### src/rtl/fetch_unit.sv
// Instruction-fetch front end: a credit-limited PC generator drives a variable-latency
// instruction memory, and in-order responses are queued first-word-fall-through with their PCs.
module fetch_unit #(
    parameter int              XLEN       = 32,
    parameter int              ILEN       = 32,
    parameter int              FIFO_DEPTH = 4,
    parameter logic [XLEN-1:0] RESET_PC   = {XLEN{1'b0}}
) (
    input  logic            clk,
    input  logic            rst,
    output logic            imem_req_valid,
    input  logic            imem_req_ready,
    output logic [XLEN-1:0] imem_req_addr,
    input  logic            imem_resp_valid,
    input  logic [ILEN-1:0] imem_resp_data,
    input  logic            redirect_valid,
    input  logic [XLEN-1:0] redirect_pc,
    output logic            instr_valid,
    input  logic            instr_ready,
    output logic [ILEN-1:0] instr_out,
    output logic [XLEN-1:0] instr_pc
);

    localparam int PTR_W = $clog2(FIFO_DEPTH);
    localparam int CNT_W = PTR_W + 1;
    localparam int SUM_W = CNT_W + 1;

    localparam logic [XLEN-1:0]  PC_INC     = XLEN'(ILEN / 8);
    localparam logic [XLEN-1:0]  ALIGN_MASK = XLEN'(ILEN / 8 - 1);
    localparam logic [CNT_W-1:0] CNT_ZERO   = {CNT_W{1'b0}};
    localparam logic [CNT_W-1:0] CNT_ONE    = CNT_W'(1'b1);
    localparam logic [PTR_W-1:0] PTR_ZERO   = {PTR_W{1'b0}};
    localparam logic [PTR_W-1:0] PTR_ONE    = PTR_W'(1'b1);
    localparam logic [SUM_W-1:0] DEPTH_SUM  = SUM_W'(FIFO_DEPTH);

    function automatic logic [XLEN-1:0] align_pc(input logic [XLEN-1:0] pc);
        return pc & ~ALIGN_MASK;
    endfunction

    logic [XLEN-1:0]  fetch_pc_r;
    logic [XLEN-1:0]  resp_pc_r;
    logic [CNT_W-1:0] outst_r;
    logic [CNT_W-1:0] discard_r;
    logic [CNT_W-1:0] count_r;
    logic [PTR_W-1:0] wr_ptr_r;
    logic [PTR_W-1:0] rd_ptr_r;
    logic [ILEN-1:0]  data_q_r [FIFO_DEPTH];
    logic [XLEN-1:0]  pc_q_r   [FIFO_DEPTH];

    logic             credit_ok_s;
    logic             req_fire_s;
    logic             resp_live_s;
    logic             push_s;
    logic             pop_s;
    logic [CNT_W-1:0] outst_n_s;
    logic [CNT_W-1:0] discard_n_s;
    logic [CNT_W-1:0] count_n_s;
    logic [PTR_W-1:0] wr_ptr_n_s;
    logic [PTR_W-1:0] rd_ptr_n_s;
    logic [XLEN-1:0]  fetch_pc_n_s;
    logic [XLEN-1:0]  resp_pc_n_s;

    // Request gating: a slot is free only if neither a queued entry nor an in-flight fetch claims it
    always_comb begin
        credit_ok_s = ({1'b0, count_r} + {1'b0, outst_r}) < DEPTH_SUM;
        req_fire_s  = imem_req_valid && imem_req_ready;
    end

    assign imem_req_valid = rst && credit_ok_s && !redirect_valid;
    assign imem_req_addr  = fetch_pc_r;
    assign instr_valid    = (count_r != CNT_ZERO);
    assign instr_out      = data_q_r[rd_ptr_r];
    assign instr_pc       = pc_q_r[rd_ptr_r];

    // Next-state for counters, pointers and PCs; a redirect overrides all queue and PC updates
    always_comb begin
        resp_live_s = imem_resp_valid && (outst_r != CNT_ZERO);
        push_s      = resp_live_s && (discard_r == CNT_ZERO) && !redirect_valid;
        pop_s       = instr_valid && instr_ready && !redirect_valid;

        outst_n_s = outst_r;
        if (req_fire_s && !resp_live_s) begin
            outst_n_s = outst_r + CNT_ONE;
        end else if (!req_fire_s && resp_live_s) begin
            outst_n_s = outst_r - CNT_ONE;
        end else begin
            outst_n_s = outst_r;
        end

        // Everything still in flight after this cycle's response belongs to the old stream
        discard_n_s = discard_r;
        if (redirect_valid) begin
            discard_n_s = outst_n_s;
        end else if (resp_live_s && (discard_r != CNT_ZERO)) begin
            discard_n_s = discard_r - CNT_ONE;
        end else begin
            discard_n_s = discard_r;
        end

        count_n_s  = count_r;
        wr_ptr_n_s = wr_ptr_r;
        rd_ptr_n_s = rd_ptr_r;
        if (redirect_valid) begin
            count_n_s  = CNT_ZERO;
            wr_ptr_n_s = PTR_ZERO;
            rd_ptr_n_s = PTR_ZERO;
        end else begin
            if (push_s && !pop_s) begin
                count_n_s = count_r + CNT_ONE;
            end else if (!push_s && pop_s) begin
                count_n_s = count_r - CNT_ONE;
            end else begin
                count_n_s = count_r;
            end
            wr_ptr_n_s = push_s ? (wr_ptr_r + PTR_ONE) : wr_ptr_r;
            rd_ptr_n_s = pop_s ? (rd_ptr_r + PTR_ONE) : rd_ptr_r;
        end

        fetch_pc_n_s = fetch_pc_r;
        resp_pc_n_s  = resp_pc_r;
        if (redirect_valid) begin
            fetch_pc_n_s = align_pc(redirect_pc);
            resp_pc_n_s  = align_pc(redirect_pc);
        end else begin
            fetch_pc_n_s = req_fire_s ? (fetch_pc_r + PC_INC) : fetch_pc_r;
            resp_pc_n_s  = push_s ? (resp_pc_r + PC_INC) : resp_pc_r;
        end
    end

    // State registers and queue storage
    always_ff @(posedge clk or negedge rst) begin
        if (!rst) begin
            fetch_pc_r <= RESET_PC;
            resp_pc_r  <= RESET_PC;
            outst_r    <= CNT_ZERO;
            discard_r  <= CNT_ZERO;
            count_r    <= CNT_ZERO;
            wr_ptr_r   <= PTR_ZERO;
            rd_ptr_r   <= PTR_ZERO;
            for (int i = 0; i < FIFO_DEPTH; i++) begin
                data_q_r[i] <= {ILEN{1'b0}};
                pc_q_r[i]   <= {XLEN{1'b0}};
            end
        end else begin
            fetch_pc_r <= fetch_pc_n_s;
            resp_pc_r  <= resp_pc_n_s;
            outst_r    <= outst_n_s;
            discard_r  <= discard_n_s;
            count_r    <= count_n_s;
            wr_ptr_r   <= wr_ptr_n_s;
            rd_ptr_r   <= rd_ptr_n_s;
            if (push_s) begin
                data_q_r[wr_ptr_r] <= imem_resp_data;
                pc_q_r[wr_ptr_r]   <= resp_pc_r;
            end
        end
    end

    fetch_unit_chk #(
        .XLEN       (XLEN),
        .CNT_W      (CNT_W),
        .FIFO_DEPTH (FIFO_DEPTH)
    ) u_chk (
        .clk        (clk),
        .rst        (rst),
        .resp_valid (imem_resp_valid),
        .outst      (outst_r),
        .push       (push_s),
        .count      (count_r),
        .req_valid  (imem_req_valid),
        .req_ready  (imem_req_ready),
        .req_addr   (imem_req_addr)
    );

endmodule

// Protocol properties for the fetch unit's memory channel and queue.
module fetch_unit_chk #(
    parameter int XLEN       = 32,
    parameter int CNT_W      = 3,
    parameter int FIFO_DEPTH = 4
) (
    input logic             clk,
    input logic             rst,
    input logic             resp_valid,
    input logic [CNT_W-1:0] outst,
    input logic             push,
    input logic [CNT_W-1:0] count,
    input logic             req_valid,
    input logic             req_ready,
    input logic [XLEN-1:0]  req_addr
);

    resp_needs_request: assert property (@(posedge clk) disable iff (!rst)
        resp_valid |-> (outst != {CNT_W{1'b0}}));

    no_push_when_full: assert property (@(posedge clk) disable iff (!rst)
        push |-> (count < CNT_W'(FIFO_DEPTH)));

    addr_stable_while_stalled: assert property (@(posedge clk) disable iff (!rst)
        (req_valid && !req_ready) |=> $stable(req_addr));

endmodule
### config.mk
export PLATFORM = sky130hd
export DESIGN_NAME = fetch_unit
export DESIGN_NICKNAME = d
export VERILOG_FILES = /design/src/rtl/fetch_unit.sv
export SDC_FILE = /design/constraint.sdc
export NUM_CORES = 1
export LEC_CHECK = 0
export BUFFER_PORTS_ARGS = -buffer_cell sky130_fd_sc_hd__buf_2
export CAP_MARGIN = 25
export CORE_MARGIN = 2
export CORE_UTILIZATION = 56
export CTS_CLUSTER_DIAMETER = 40
export CTS_CLUSTER_SIZE = 14
export DETAILED_ROUTE_END_ITERATION = 10
export PLACE_DENSITY_LB_ADDON = 0.05
export SYNTH_ARGS = -nofsm -noshare
export SYNTH_HDL_FRONTEND = slang
export SYNTH_SLANG_ARGS = --single-unit
### constraint.sdc
create_clock -name clk -period 4.21 [get_ports clk]
set_input_delay 0.421 -clock clk [delete_from_list [all_inputs] [get_ports clk]]
set_output_delay 0.421 -clock clk [all_outputs]
set_load 0.005 [all_outputs]
==> results.py, run 1 <==
metrics = {
    "yosys": {
        "synth_area_leaders": "dfrtp_1, mux2_2, mux4_2, nand2_1, xnor2_1",
        "synth-adder-area-share_pct": 1.229,
        "yosys-top-cells-count": "dfrtp_1, mux2_2, nand2_1",
        "seq_area_frac_synth_pct": 54.04,
        "synth_ff_type": "dfrtp_1",
        "avgSynthCellArea_um2": 13.40,
        "synth_area_um2": 14860,
        "ys_warn_count": 0,
        "synthSimpleGateAreaFrac_pct": 7.618,
        "async_reset_ff_share_pct": 100.0,
        "synth-compound-area-share_pct": 4.992,
        "syn_inst": 1109,
        "synth.most_common_cell": "dfrtp_1",
        "synthMuxAreaShare_pct": 26.51,
        "synth_xor_area_share_pct": 2.593,
        "synth_edf_count": 0,
        "synth.top_cell.area_share_pct": 54.04,
        "ys_types": 57,
        "synth_top_area_cell": "dfrtp_1",
        "synth_top_family_by_area": "multiplexers",
        "synth-seq-cells": 321,
    },
    "drt": {
        "wl_per_cell_um": 19.82,
        "firstDrtPassIters": 5,
        "met1Wirelength_um": 14680,
        "wirelength_um": 32210,
        "drc": 0,
        "ant_nets": 0,
        "route.met3.wl_um": 1730,
        "top_layer_used": "met4",
        "wl_met2_um": 15270,
        "vias": 9558,
        "first_iter_violations": 604,
        "viasPerCell": 5.882,
    },
    "clocking": {
        "cts_tree": "yes",
        "cts_buffers": 43,
        "postCtsSetupBuffers": 0,
        "h-tree-depth": 2,
        "cts.reportedPaths.clkPinSlew_ns": 0.06,
        "holdBufCountCts": 1,
        "cts_root_buffer": "clkbuf_16",
        "clkSinkCount": 321,
        "cts.path.max_buffers": 3,
        "clk_latency_ns": 0.52,
        "post_cts_resized": 0,
    },
    "floorplanning": {
        "die_y_um": 166.9,
        "initial_utilization_pct": 57.04,
        "dieWidth_um": 166.9,
        "die-area_um2": 27860,
        "pin_count": 168,
        "coreArea_um2": 26060,
        "placementRows": 59,
    },
    "sta": {
        "max_freq_mhz": 330.8,
        "tns_ns": 0,
        "clock_skew_ns": 0.01131,
        "finalCriticalPeriod_ns": 3.023,
        "period_share_pct": 71.81,
        "setup_violations": 0,
        "hold_viol": 0,
        "tightest_slew_ns": 1.039,
        "relSlewSlack_pct": 30.73,
        "rsz0062_at_grt": "no",
        "holdWs_ns": 0.1417,
        "drv_slew": 0,
    },
    "setup_path": {
        "cp-start-kind": "register",
        "worstPathRequired_ns": 3.79,
        "cp_max_fo": 30,
        "critPathCaptureType": "primary output",
        "critPathLaunch": "rd_ptr_r[0]",
        "critPathKind": "register to primary output",
        "r2r-start": "outst_r[1]",
        "worstPathArrival_ns": 2.60,
    },
    "global_routing": {
        "grt_overflow": 0,
        "antenna_found_initial": 0,
        "grt_pass1_vias": 9950,
        "grtUsageTotal_pct": 23.88,
        "grt_pass1_wl_um": 53590,
        "grt_max_degree": 141,
    },
    "run": {
        "maxCapViolCount": 0,
    },
    "place": {
        "io_buffers": 161,
        "place_hpwl_um": 19750,
        "gp_congestion": 0.8315,
    },
    "pwr": {
        "p_leak_nw": 8.289,
        "powerDensity_nw_per_um2": 562.2,
        "peakVddDrop_mv": 0.4773,
    },
    "status": {
        "outcome": "complete, no violations",
    },
    "cells_and_area": {
        "n_antenna_cell": 0,
        "nNetsFinal": 1341,
        "drive_gt1_share_pct": 42.71,
        "syn_to_final_growth_pct": 17.22,
    },
    "hold_path": {
        "hold_path_class": "primary input to register",
        "min_from": "redirect_pc[2]",
    },
}
through the flow:
stage	cells	power, W	worst slack (ns)	util, %	instance area [µm²]
after floorplan	1112	0.005367	1.901	-	14870
after global placement	1546	0.006162	1.319	61.16	15940
final	1625	0.009795	1.187	66.86	17420
after global routing	1625	0.01034	0.9746	66.86	17420
after CTS	1625	0.009916	1.084	66.86	17420
after detailed placement	1546	0.006225	1.267	61.16	15940
registers in the layout, indices dropped and copies added (netlist names):
| name | cells |
|---|---|
| count_r | 3 |
| data_q_r | 128 |
| discard_r | 3 |
| imem_req_addr | 30 |
| outst_r | 3 |
| pc_q_r | 120 |
| rd_ptr_r | 2 |
| resp_pc_r | 30 |
| wr_ptr_r | 2 |
path summary, 6_finish.rpt:
kind,slack [ns],to,cells past startpoint
setup / recovery,1.19,instr_out[14],3
hold / removal,0.14,resp_pc_r[2],3
setup reg to reg,1.27,data_q_r[97],9
hold reg to reg,0.47,pc_q_r[126],2
max in group asynchronous,2.69,rd_ptr_r[0],3
min in group asynchronous,0.40,pc_q_r[76],2
final cells by class:
type | count | area (µm²)
Fill cell | 1977 | 8636
Sequential cell | 321 | 8038
Multi-Input combinational cell | 691 | 6427
Clock buffer | 51 | 1189
Timing Repair Buffer | 177 | 975.9
Tap cell | 335 | 419.2
Clock inverter | 27 | 287.8
Inverter | 23 | 86.33
cell usage in the layout, fill, tap and decap left out, drive strengths merged, types with 2 or more instances in the layout:
master / count
dfrtp: 321
mux2: 225
buf: 176
nand2: 87
mux4: 62
o21ai: 62
clkbuf: 51
xnor2: 37
nand3: 31
inv: 29
nor2: 19
nor3: 16
a21oi: 14
clkinv: 14
ha: 13
o211ai: 12
nand4: 12
nor4: 12
a21boi: 8
and4: 7
xor2: 7
o311ai: 7
and3: 6
and2: 6
nand2b: 5
a31oi: 4
conb: 4
clkinvlp: 4
o31a: 3
or4: 3
a41oi: 3
a211o: 3
bufinv: 3
or3b: 2
o22ai: 2
or3: 2
nor4b: 2
or2: 2
per-layer routing:
metal / up-vias / track usage, %
li1: 4359 / -
met1: 4869 / 35.03
met2: 285 / 37.79
met3: 45 / 3.945
met4: 0 / 5.697
met5: - / 0
critical path, cell delays in order (launching register included):
cell,delay [ns]
dfrtp_4,0.83
buf_4,0.49
mux4_2,0.58
buf_2,0.14
cells by family (layout without fill, tap and decap cells):
group,count (synthesis),after routing
XOR/XNOR,44,44
multiplexers,288,288
adder cells (fa/ha/maj),14,14
AND/OR/NAND/NOR,219,219
buffers and inverters,100,278
flip-flops,321,321
AO/OA/AOI/OAI,122,122
other,1,4
power breakdown:
part / switching (W) / internal, W
Combinational: 0.000945 / 0.00125
Clock: 0.00141 / 0.00224
Sequential: 0.000409 / 0.00354
Total: 0.00276 / 0.00703
No activity file was read; power rests on OpenSTA's default activity.
==> run 2: changes to the inputs <==
clock period = 2.79 ns   (was 4.21 ns; I/O delays follow)
==> run 2 against run 1 <==
Against the previous run: core utilization rose by 1.0 points; critical path depth up 6; routed wire length rose by 0.84%; cell count grew 1.0%; worst hold slack worse by 0.13 ns; die area did not move; design area is 1.5% higher; via count grew 0.18%; clock power rose by 59%; total power rose by 55%; sequential power rose by 48%; critical endpoint is now data_q_r[121]; largest power group unchanged.
==> results.py, run 2 (synthesis gave the netlist of run 1 again) <==
metrics = {
    "run": {
        "maxCapViolCount": 0,
    },
    "global_routing": {
        "grt_overflow": 0,
        "grt_max_degree": 135,
        "antenna_found_initial": 0,
        "grtUsageTotal_pct": 23.92,
        "grt_pass1_wl_um": 53620,
        "grt_pass1_vias": 9965,
    },
    "drt": {
        "wirelength_um": 32480,
        "viasPerCell": 5.831,
        "firstDrtPassIters": 5,
        "ant_nets": 0,
        "first_iter_violations": 586,
        "top_layer_used": "met4",
        "wl_met2_um": 15470,
        "drc": 0,
        "wl_per_cell_um": 19.78,
        "met1Wirelength_um": 14970,
        "vias": 9575,
        "route.met3.wl_um": 1534,
    },
    "setup_path": {
        "worstPathArrival_ns": 2.82,
        "critPathKind": "register to register",
        "cp-start-kind": "register",
        "cp_max_fo": 42,
        "worstPathRequired_ns": 3.20,
        "critPathCaptureType": "register",
    },
    "cells_and_area": {
        "n_antenna_cell": 0,
        "reg_top3": "data_q_r: 128 flops, pc_q_r: 120 flops",
        "largest_reg_flops": 128,
        "drive_gt1_share_pct": 43.08,
        "syn_to_final_growth_pct": 19.00,
        "nNetsFinal": 1357,
        "regMostFlops": "data_q_r",
        "fillers": 1937,
        "final_common_cell": "dfrtp_1",
        "layout_common_cells": "dfrtp_1, mux2_2, buf_2",
        "final_util_pct": 67.87,
    },
    "sta": {
        "finalCriticalPeriod_ns": 2.419,
        "clock_skew_ns": 0.01548,
        "final.setup.worst_slack_ns": 0.3710,
        "holdWs_ns": 0.01277,
        "hold_viol": 0,
        "drv_slew": 0,
        "tns_ns": 0,
        "tightest_slew_ns": 0.7094,
        "max_freq_mhz": 413.4,
        "relSlewSlack_pct": 52.71,
        "setup_violations": 0,
        "rsz0062_at_grt": "no",
        "period_share_pct": 86.70,
    },
    "clocking": {
        "clk_latency_ns": 0.54,
        "cts_root_buffer": "clkbuf_16",
        "postCtsSetupBuffers": 0,
        "cts.path.max_buffers": 3,
        "cts_tree": "yes",
        "clkSinkCount": 321,
        "cts.reportedPaths.clkPinSlew_ns": 0.05,
        "h-tree-depth": 2,
        "cts_buffers": 44,
    },
    "floorplanning": {
        "initial_utilization_pct": 57.04,
        "die_y_um": 166.9,
        "die-area_um2": 27860,
        "pin_count": 168,
        "dieWidth_um": 166.9,
        "placementRows": 59,
        "coreArea_um2": 26060,
    },
    "pwr": {
        "powerDensity_nw_per_um2": 856.2,
        "peakVddDrop_mv": 0.6211,
        "p_leak_nw": 8.424,
    },
    "hold_path": {
        "hold_path_class": "primary input to register",
    },
    "place": {
        "place_hpwl_um": 20680,
        "gp_congestion": 0.8340,
        "pre_cts_slack_ns": 0.3856,
        "io_buffers": 161,
    },
    "status": {
        "outcome": "complete, no violations",
    },
}
==> run 2: changes by cell type in the layout (fill, tap and decap cells not counted), moves of 2 or more <==
cell,change
buf_4,+8
clkinv_2,-2
dlygate4sd3_1,+2
buf_12,+4
inv_8,-3
clkinv_4,-2
bufinv_16,+3
clkbuf_1,+3
clkbuf_8,+3
==> run 2: power breakdown <==
| part | internal [W] | switching, W | total, W | leakage [nW] |
|---|---|---|---|---|
| Combinational | 0.00194 | 0.00154 | 0.00348 | 3.42 |
| Sequential | 0.00535 | 0.000507 | 0.00586 | 4.26 |
| Clock | 0.00368 | 0.00213 | 0.00581 | 0.751 |
==> run 2: final cells by class <==
class / instances / area, µm² / share of cell area, %
Clock buffer: 56 / 1216 / 6.876
Sequential cell: 321 / 8038 / 45.44
Inverter: 23 / 86.33 / 0.4881
Tap cell: 335 / 419.2 / 2.370
Multi-Input combinational cell: 691 / 6427 / 36.34
Timing Repair Buffer: 192 / 1164 / 6.579
Clock inverter: 24 / 336.6 / 1.903
==> run 2: repair_timing <==
item / 4_1_cts / 5_1_grt
resized for setup: 0 / 0
hold buffers: 3 / 0
hold endpoints to repair: 30 / 0
==> run 2: metal layers <==
layer  vias to the layer above  GRT usage, %
li1                       4398             -
met5                         -             0
met1                      4913         34.71
met4                         0         5.022
met2                       224         38.70
met3                        40         3.874
==> run 2: through the flow <==
| step | std cells | power (W) | instance area [µm²] |
|---|---|---|---|
| floorplan | 1112 | 0.008098 | 14870 |
| global placement | 1558 | 0.009353 | 16080 |
| detailed placement | 1558 | 0.009450 | 16080 |
| CTS | 1641 | 0.01532 | 17660 |
| global route | 1642 | 0.01591 | 17690 |
| finish | 1642 | 0.01514 | 17690 |
==> run 2: worst max-delay path, cell delays in order (launching register included) <==
cell	delay [ns]
dfrtp_1	0.42
inv_1	0.11
ha_1	0.16
ha_1	0.18
nand4bb_1	0.18
nor2_1	0.06
buf_4	0.18
nand2_4	0.07
buf_4	0.50
mux2_2	0.41
==> run 2: final timing paths <==
check | start | endpoint | slack, ns | cells after the start
worst max-delay path | outst_r[1] | data_q_r[121] | 0.37 | 9
worst min-delay path | redirect_pc[18] | resp_pc_r[18] | 0.01 | 3
worst max register to register | outst_r[1] | data_q_r[121] | 0.37 | 9
worst min register to register | pc_q_r[111] | pc_q_r[111] | 0.47 | 2
max in group asynchronous | rst | rd_ptr_r[0] | 1.29 | 4
min in group asynchronous | rst | data_q_r[106] | 0.41 | 3
